===== src/rtl/hazard_ctrl_pkg.sv =====
// Shared types and constants for the pipeline hazard controller.
package hazard_ctrl_pkg;

    localparam int REG_IDX_W = 5;
    localparam logic [REG_IDX_W-1:0] REG_X0 = '0;

    typedef enum logic {
        RUN      = 1'b0,
        MDU_WAIT = 1'b1
    } hz_state_e;

    // A source operand conflicts with rd only if the instruction actually reads it.
    function automatic logic reg_hit(
        input logic [REG_IDX_W-1:0] rs,
        input logic [REG_IDX_W-1:0] rd,
        input logic                 uses
    );
        return uses && (rs == rd);
    endfunction

endpackage


===== src/rtl/hazard_perf_cnt.sv =====
// Free-running event counter with increment enable; wraps modulo 2^CNT_W.
module hazard_perf_cnt
    import hazard_ctrl_pkg::*;
#(
    parameter int CNT_W = 32
) (
    input  logic             clk,
    input  logic             rst,
    input  logic             inc,
    output logic [CNT_W-1:0] count
);

    localparam logic [CNT_W-1:0] CNT_ONE = {{(CNT_W-1){1'b0}}, 1'b1};

    always_ff @(posedge clk or posedge rst) begin
        if (rst) begin
            count <= '0;
        end else if (inc) begin
            count <= count + CNT_ONE;
        end
    end

endmodule


===== src/rtl/hazard_ctrl.sv =====
// Stall/flush controller for load-use, redirect and multi-cycle MDU hazards.
// Optional performance counters are built when HAZARD_CTRL_PERF_CNT_EN is defined.
module hazard_ctrl
    import hazard_ctrl_pkg::*;
#(
    parameter int CNT_W = 32
) (
    input  logic                 clk,
    input  logic                 rst,
    input  logic [REG_IDX_W-1:0] IF_ID_Rs1,
    input  logic [REG_IDX_W-1:0] IF_ID_Rs2,
    input  logic                 IF_ID_UsesRs1,
    input  logic                 IF_ID_UsesRs2,
    input  logic [REG_IDX_W-1:0] ID_EX_Rd,
    input  logic                 ID_EX_MemRead,
    input  logic                 ID_EX_MduOp,
    input  logic                 mdu_done,
    input  logic                 EX_BranchTaken,
    output logic                 pc_en,
    output logic                 if_id_en,
    output logic                 id_ex_en,
    output logic                 if_id_flush,
    output logic                 id_ex_flush,
    output logic                 ex_mem_bubble
`ifdef HAZARD_CTRL_PERF_CNT_EN
    ,
    output logic [CNT_W-1:0]     stall_cycles,
    output logic [CNT_W-1:0]     flush_events
`endif
);

    if (CNT_W < 1) begin : g_cnt_w_check
        $error("hazard_ctrl: CNT_W must be at least 1");
    end

    hz_state_e state;
    hz_state_e state_nxt;
    logic      lu;
    logic      redirect;

    assign lu = ID_EX_MemRead && (ID_EX_Rd != REG_X0) &&
                (reg_hit(IF_ID_Rs1, ID_EX_Rd, IF_ID_UsesRs1) ||
                 reg_hit(IF_ID_Rs2, ID_EX_Rd, IF_ID_UsesRs2));

    always_ff @(posedge clk or posedge rst) begin
        if (rst) begin
            state <= RUN;
        end else begin
            state <= state_nxt;
        end
    end

    always_comb begin
        state_nxt     = state;
        pc_en         = 1'b1;
        if_id_en      = 1'b1;
        id_ex_en      = 1'b1;
        if_id_flush   = 1'b0;
        id_ex_flush   = 1'b0;
        ex_mem_bubble = 1'b0;
        redirect      = 1'b0;

        if (rst) begin
            // Hold the front end and fill every stage with bubbles while in reset.
            state_nxt     = RUN;
            pc_en         = 1'b0;
            if_id_en      = 1'b0;
            id_ex_en      = 1'b0;
            if_id_flush   = 1'b1;
            id_ex_flush   = 1'b1;
            ex_mem_bubble = 1'b1;
        end else begin
            case (state)
                RUN: begin
                    if (EX_BranchTaken) begin
                        // Redirect wins over everything, including launching an MDU op.
                        redirect    = 1'b1;
                        if_id_flush = 1'b1;
                        id_ex_flush = 1'b1;
                    end else if (ID_EX_MduOp && !mdu_done) begin
                        pc_en         = 1'b0;
                        if_id_en      = 1'b0;
                        id_ex_en      = 1'b0;
                        ex_mem_bubble = 1'b1;
                        state_nxt     = MDU_WAIT;
                    end else if (lu && !ID_EX_MduOp) begin
                        // The load leaves EX next edge, so one bubble suffices.
                        pc_en       = 1'b0;
                        if_id_en    = 1'b0;
                        id_ex_flush = 1'b1;
                    end
                end
                MDU_WAIT: begin
                    if (!mdu_done) begin
                        pc_en         = 1'b0;
                        if_id_en      = 1'b0;
                        id_ex_en      = 1'b0;
                        ex_mem_bubble = 1'b1;
                    end else begin
                        state_nxt = RUN;
                    end
                end
                default: begin
                    state_nxt = RUN;
                end
            endcase
        end
    end

`ifdef HAZARD_CTRL_PERF_CNT_EN
    logic stall_inc;

    assign stall_inc = !pc_en && !rst;

    hazard_perf_cnt #(
        .CNT_W (CNT_W)
    ) u_stall_cnt (
        .clk   (clk),
        .rst   (rst),
        .inc   (stall_inc),
        .count (stall_cycles)
    );

    hazard_perf_cnt #(
        .CNT_W (CNT_W)
    ) u_flush_cnt (
        .clk   (clk),
        .rst   (rst),
        .inc   (redirect),
        .count (flush_events)
    );
`endif

endmodule


===== config.mk =====
export PLATFORM = sky130hd
export DESIGN_NAME = hazard_ctrl
export DESIGN_NICKNAME = d
export VERILOG_FILES = /design/src/rtl/hazard_ctrl_pkg.sv /design/src/rtl/hazard_perf_cnt.sv /design/src/rtl/hazard_ctrl.sv
export SDC_FILE = /design/constraint.sdc
export NUM_CORES = 1
export LEC_CHECK = 0
export BUFFER_PORTS_ARGS = -buffer_cell sky130_fd_sc_hd__buf_2
export CORE_AREA = 2 2 39 41
export CTS_BUF_LIST = sky130_fd_sc_hd__clkbuf_16
export DETAILED_ROUTE_END_ITERATION = 7
export DIE_AREA = 0 0 41 43
export GPL_ROUTABILITY_DRIVEN = 0
export PLACE_DENSITY = 0.5
export SLEW_MARGIN = 40
export SYNTH_ARGS = -nofsm -noshare
export SYNTH_HDL_FRONTEND = slang
export SYNTH_SLANG_ARGS = --single-unit

===== constraint.sdc =====
create_clock -name clk -period 1.4 [get_ports clk]
set_input_delay 0 -clock clk [delete_from_list [all_inputs] [get_ports clk]]
set_output_delay 0 -clock clk [all_outputs]
set_load 0.05 [all_outputs]

==> summary.md <==
The run finished with clean final reports. Global routing consumed, on the met2 layer, 14.4% of the routing resources. Setup repair after global routing left no endpoint under its margin. Floorplan core area: 0.00138 mm2.

The clock power share is 0%. For this run, global-route usage on met1 was measured as 9.55%. For this run, the detailed router's first-pass iteration total came to 4. The tools report the number of max-slew violations in the final report as 0. For the worst flop-to-flop path, the logic depth is 3.

Worst-margin pin slew: 251 ps. The register containing the most flip-flops in the final layout was state. The largest registers in the layout are state x1. Power comes to 0.000176 W. The end of the worst register-to-register path is state. The run gives 1 as the iteration-0 DRC count of the detailed router. The fraction of synthesized cell area taken by the top area cell type is 29.5%. After detailed routing, the average wire length per cell comes to 9.10 um. The final layout contains 82 nets. Sorting the synthesized cells by area gives the leading types as sky130_fd_sc_hd__xor2_1 29%, sky130_fd_sc_hd__dfrtp_1 11%, sky130_fd_sc_hd__xnor2_1 7.4%. In the global route stage, met3 resource usage came out at 1.05%. The routed via count was 297; the power density of the placed cells was 433 mW/mm2. For this configuration, the core starts out at a cell density of 17.2%.

The total wire length is 664 um, and the overall die area is 0.00176 mm2. The tools report the initial antenna violation count as 0. For this run, design rule violations remaining after detail routing come to 0.

The largest area contributor in the synthesized netlist was sky130_fd_sc_hd__xor2_1. The internal power summed over all cells is 0.0000895 W, and the sequential cell fraction of total power is 17.4%. The number of global-route vias before repair was 271. The type of origin of the critical path was an input pin. Combinational logic is responsible for 82.6% of the overall power.

The worst path in the final design needs a cycle of 1310 ps, including I/O delays and setup. The total half-perimeter wirelength after legalization and detailed placement is 602 um. Synthesis handed over a netlist of 29 instances.

The Yosys step of the flow raised 0 warnings. For the summed instance area of the synthesized netlist, the log shows 238 um2. met2 is the most crowded layer. The die boundary width is 41 um.

The number of different library cells used by synthesis comes to 17. Worst setup path category: in2out. For the final antenna-violating net count, the log shows 0.

The run gives 1040 um as the wire length of the first global-routing pass. Buffers added to address setup during post-CTS repair amount to 0. The run gives 764 MHz as the top achievable clock speed.

The logs give 1400 ps for the required time at the worst-slack endpoint and 640 ps for the internal reg-to-reg setup slack. Register area share after synthesis: 10.5%. The tools report the beginning of the critical path as ID_EX_Rd[1]. For this run the aggregate overflow at the end of global routing stands at 0.

The post-synthesis register bit count works out to 1. The average instance area after synthesis is 8.20 um2, and the signed area change from the synthesized netlist to the final layout is 71.1%. The tools report the final hold slack as 297 ps. The tools report the synthesized net count as 52. 29 I/O pins were placed. In this run the tool buffered the top-level ports with 28 buffer cells.

For the final database, setup skew stands at 0 ps. Summed over all nets, the switching power comes to 0.0000865 W. Of all nets on the critical path, the largest fanout is 3. For the final setup violation count, the log shows 0. The maximum number of pins on one net before global-route repair was 4; the row count was 14.

0 antenna diodes ended up in the layout. From bottom edge to top edge, the die measures 43 um. In the final timing run, aggregate negative setup slack is 0 ps. Following the worst setup path forward leads to its endpoint at if_id_en. The share of total power consumed by net switching came out at 49.2%. In the finished design, the share of the clock period the worst path needs comes to 93.5%. Leakage power summed over all cells: 0.213 nW. The clock slew at the register clock pins of the worst setup and hold paths is 0 ps. The post-route netlist has 54.4% of its cells at a drive strength greater than 1. The total routing resource utilization after global routing is 7.81%. The capturing element type of the critical path was an output port. Data arrival time of the worst path: 1310 ps.

Headroom to the max-slew limit came out at 83.4%. The tightest min-delay check is of the in2reg type. The reg-to-reg startpoint is state. The number of flip-flops under the largest register name is 1. The count of final hold-check violations is 0, and the via density per instance is 4.07.

Across the VDD grid, the largest voltage drop is 217 uV. At the later pin of the worst-skew pair, clock insertion delay measures 0 ps. Across the run, the number of max-cap violations was 0.
==> power by group through the flow <==
stage               Sequential, W  Combinational, W  Clock (W)
finish                  0.0000306          0.000145          0
global route            0.0000307          0.000157          0
CTS                     0.0000306          0.000145          0
detailed placement      0.0000306          0.000143          0
global placement        0.0000306          0.000144          0
floorplan               0.0000306         0.0000890          0
==> cells by family (layout without fill, tap and decap cells) <==
family          count (synthesis)  count (layout)  synth area share [%]
compound gates                  6               6                  23.7
xor+xnor                       10              10                  36.8
buf+inv                         5              33                  9.47
flops                           1               1                  10.5
simple gates                    7               7                  19.5
==> per-layer routing <==
metal,routed length [um],share of wire [%]
met1,241,36
met2,332,50
met3,89,13
met4,0,0
met5,0,0
==> synth_stat cells <==
cell type                   instances
sky130_fd_sc_hd__inv_1              4
sky130_fd_sc_hd__dfrtp_1            1
sky130_fd_sc_hd__buf_4              1
sky130_fd_sc_hd__nor4_2             1
sky130_fd_sc_hd__nand2_1            1
sky130_fd_sc_hd__o21bai_1           1
sky130_fd_sc_hd__o311a_1            1
sky130_fd_sc_hd__and2_0             1
sky130_fd_sc_hd__a32oi_1            1
sky130_fd_sc_hd__o2111ai_2          1
sky130_fd_sc_hd__xor2_1             8
sky130_fd_sc_hd__nor4_1             1
sky130_fd_sc_hd__or4_1              1
sky130_fd_sc_hd__a21o_1             2
sky130_fd_sc_hd__nor2_1             1
sky130_fd_sc_hd__xnor2_1            2
sky130_fd_sc_hd__nand2b_1           1
==> cells in the final DEF (no fill, tap or decap) <==
master / n
sky130_fd_sc_hd__buf_2: 26
sky130_fd_sc_hd__xor2_1: 8
sky130_fd_sc_hd__inv_1: 4
sky130_fd_sc_hd__a21o_1: 2
sky130_fd_sc_hd__xnor2_1: 2
sky130_fd_sc_hd__buf_4: 2
sky130_fd_sc_hd__nand2b_1: 1
sky130_fd_sc_hd__nor2_1: 1
sky130_fd_sc_hd__nand2_1: 1
sky130_fd_sc_hd__nor4_2: 1
sky130_fd_sc_hd__nor4_1: 1
sky130_fd_sc_hd__and2_0: 1
sky130_fd_sc_hd__a32oi_1: 1
sky130_fd_sc_hd__or4_1: 1
sky130_fd_sc_hd__o2111ai_2: 1
sky130_fd_sc_hd__o21bai_1: 1
sky130_fd_sc_hd__o311a_2: 1
sky130_fd_sc_hd__dlygate4sd3_1: 1
sky130_fd_sc_hd__dfrtp_1: 1
==> repair_timing <==
item | CTS | global route
setup endpoints to repair | 0 | 2
hold buffers | 1 | 0
endpoints found under the hold margin | 1 | 0
resized for setup | 0 | 4
==> worst min-delay path by stage <==
stage               cells past startpoint     to  startpoint  slack [ps]
CTS                                     3  state    mdu_done         300
detailed placement                      2  state         rst        -120
finish                                  3  state    mdu_done         300
global placement                        2  state         rst        -120
floorplan                               1  state         rst        -250
global route                            3  state    mdu_done         320
==> worst max-delay path: stages <==
cell and delay (ps):
sky130_fd_sc_hd__buf_2 120, sky130_fd_sc_hd__xor2_1 160, sky130_fd_sc_hd__nor4_2 270, sky130_fd_sc_hd__a32oi_1 160, sky130_fd_sc_hd__o311a_2 410, sky130_fd_sc_hd__buf_4 190
==> through the flow <==
| stage | utilization, % | cell area [um2] | setup WS, ps | std cells |
|---|---|---|---|---|
| finish | 29.4 | 407 | 91.4 | 73 |
| global route | 29.4 | 407 | 4.34 | 73 |
| CTS | 29.0 | 402 | 59.2 | 73 |
| detailed placement | 28.3 | 392 | 64.7 | 72 |
| global placement | 28.3 | 392 | 63.1 | 72 |
| floorplan | - | 239 | 73.3 | 29 |
==> area by class of cell <==
class,instances,area (um2)
fillers,158,977
well taps,16,20.0
inverters,4,15.0
multi-input cells,23,191
flip-flops and latches,1,25.0
repair buffers,29,155
Power figures use the tool's default switching activity.
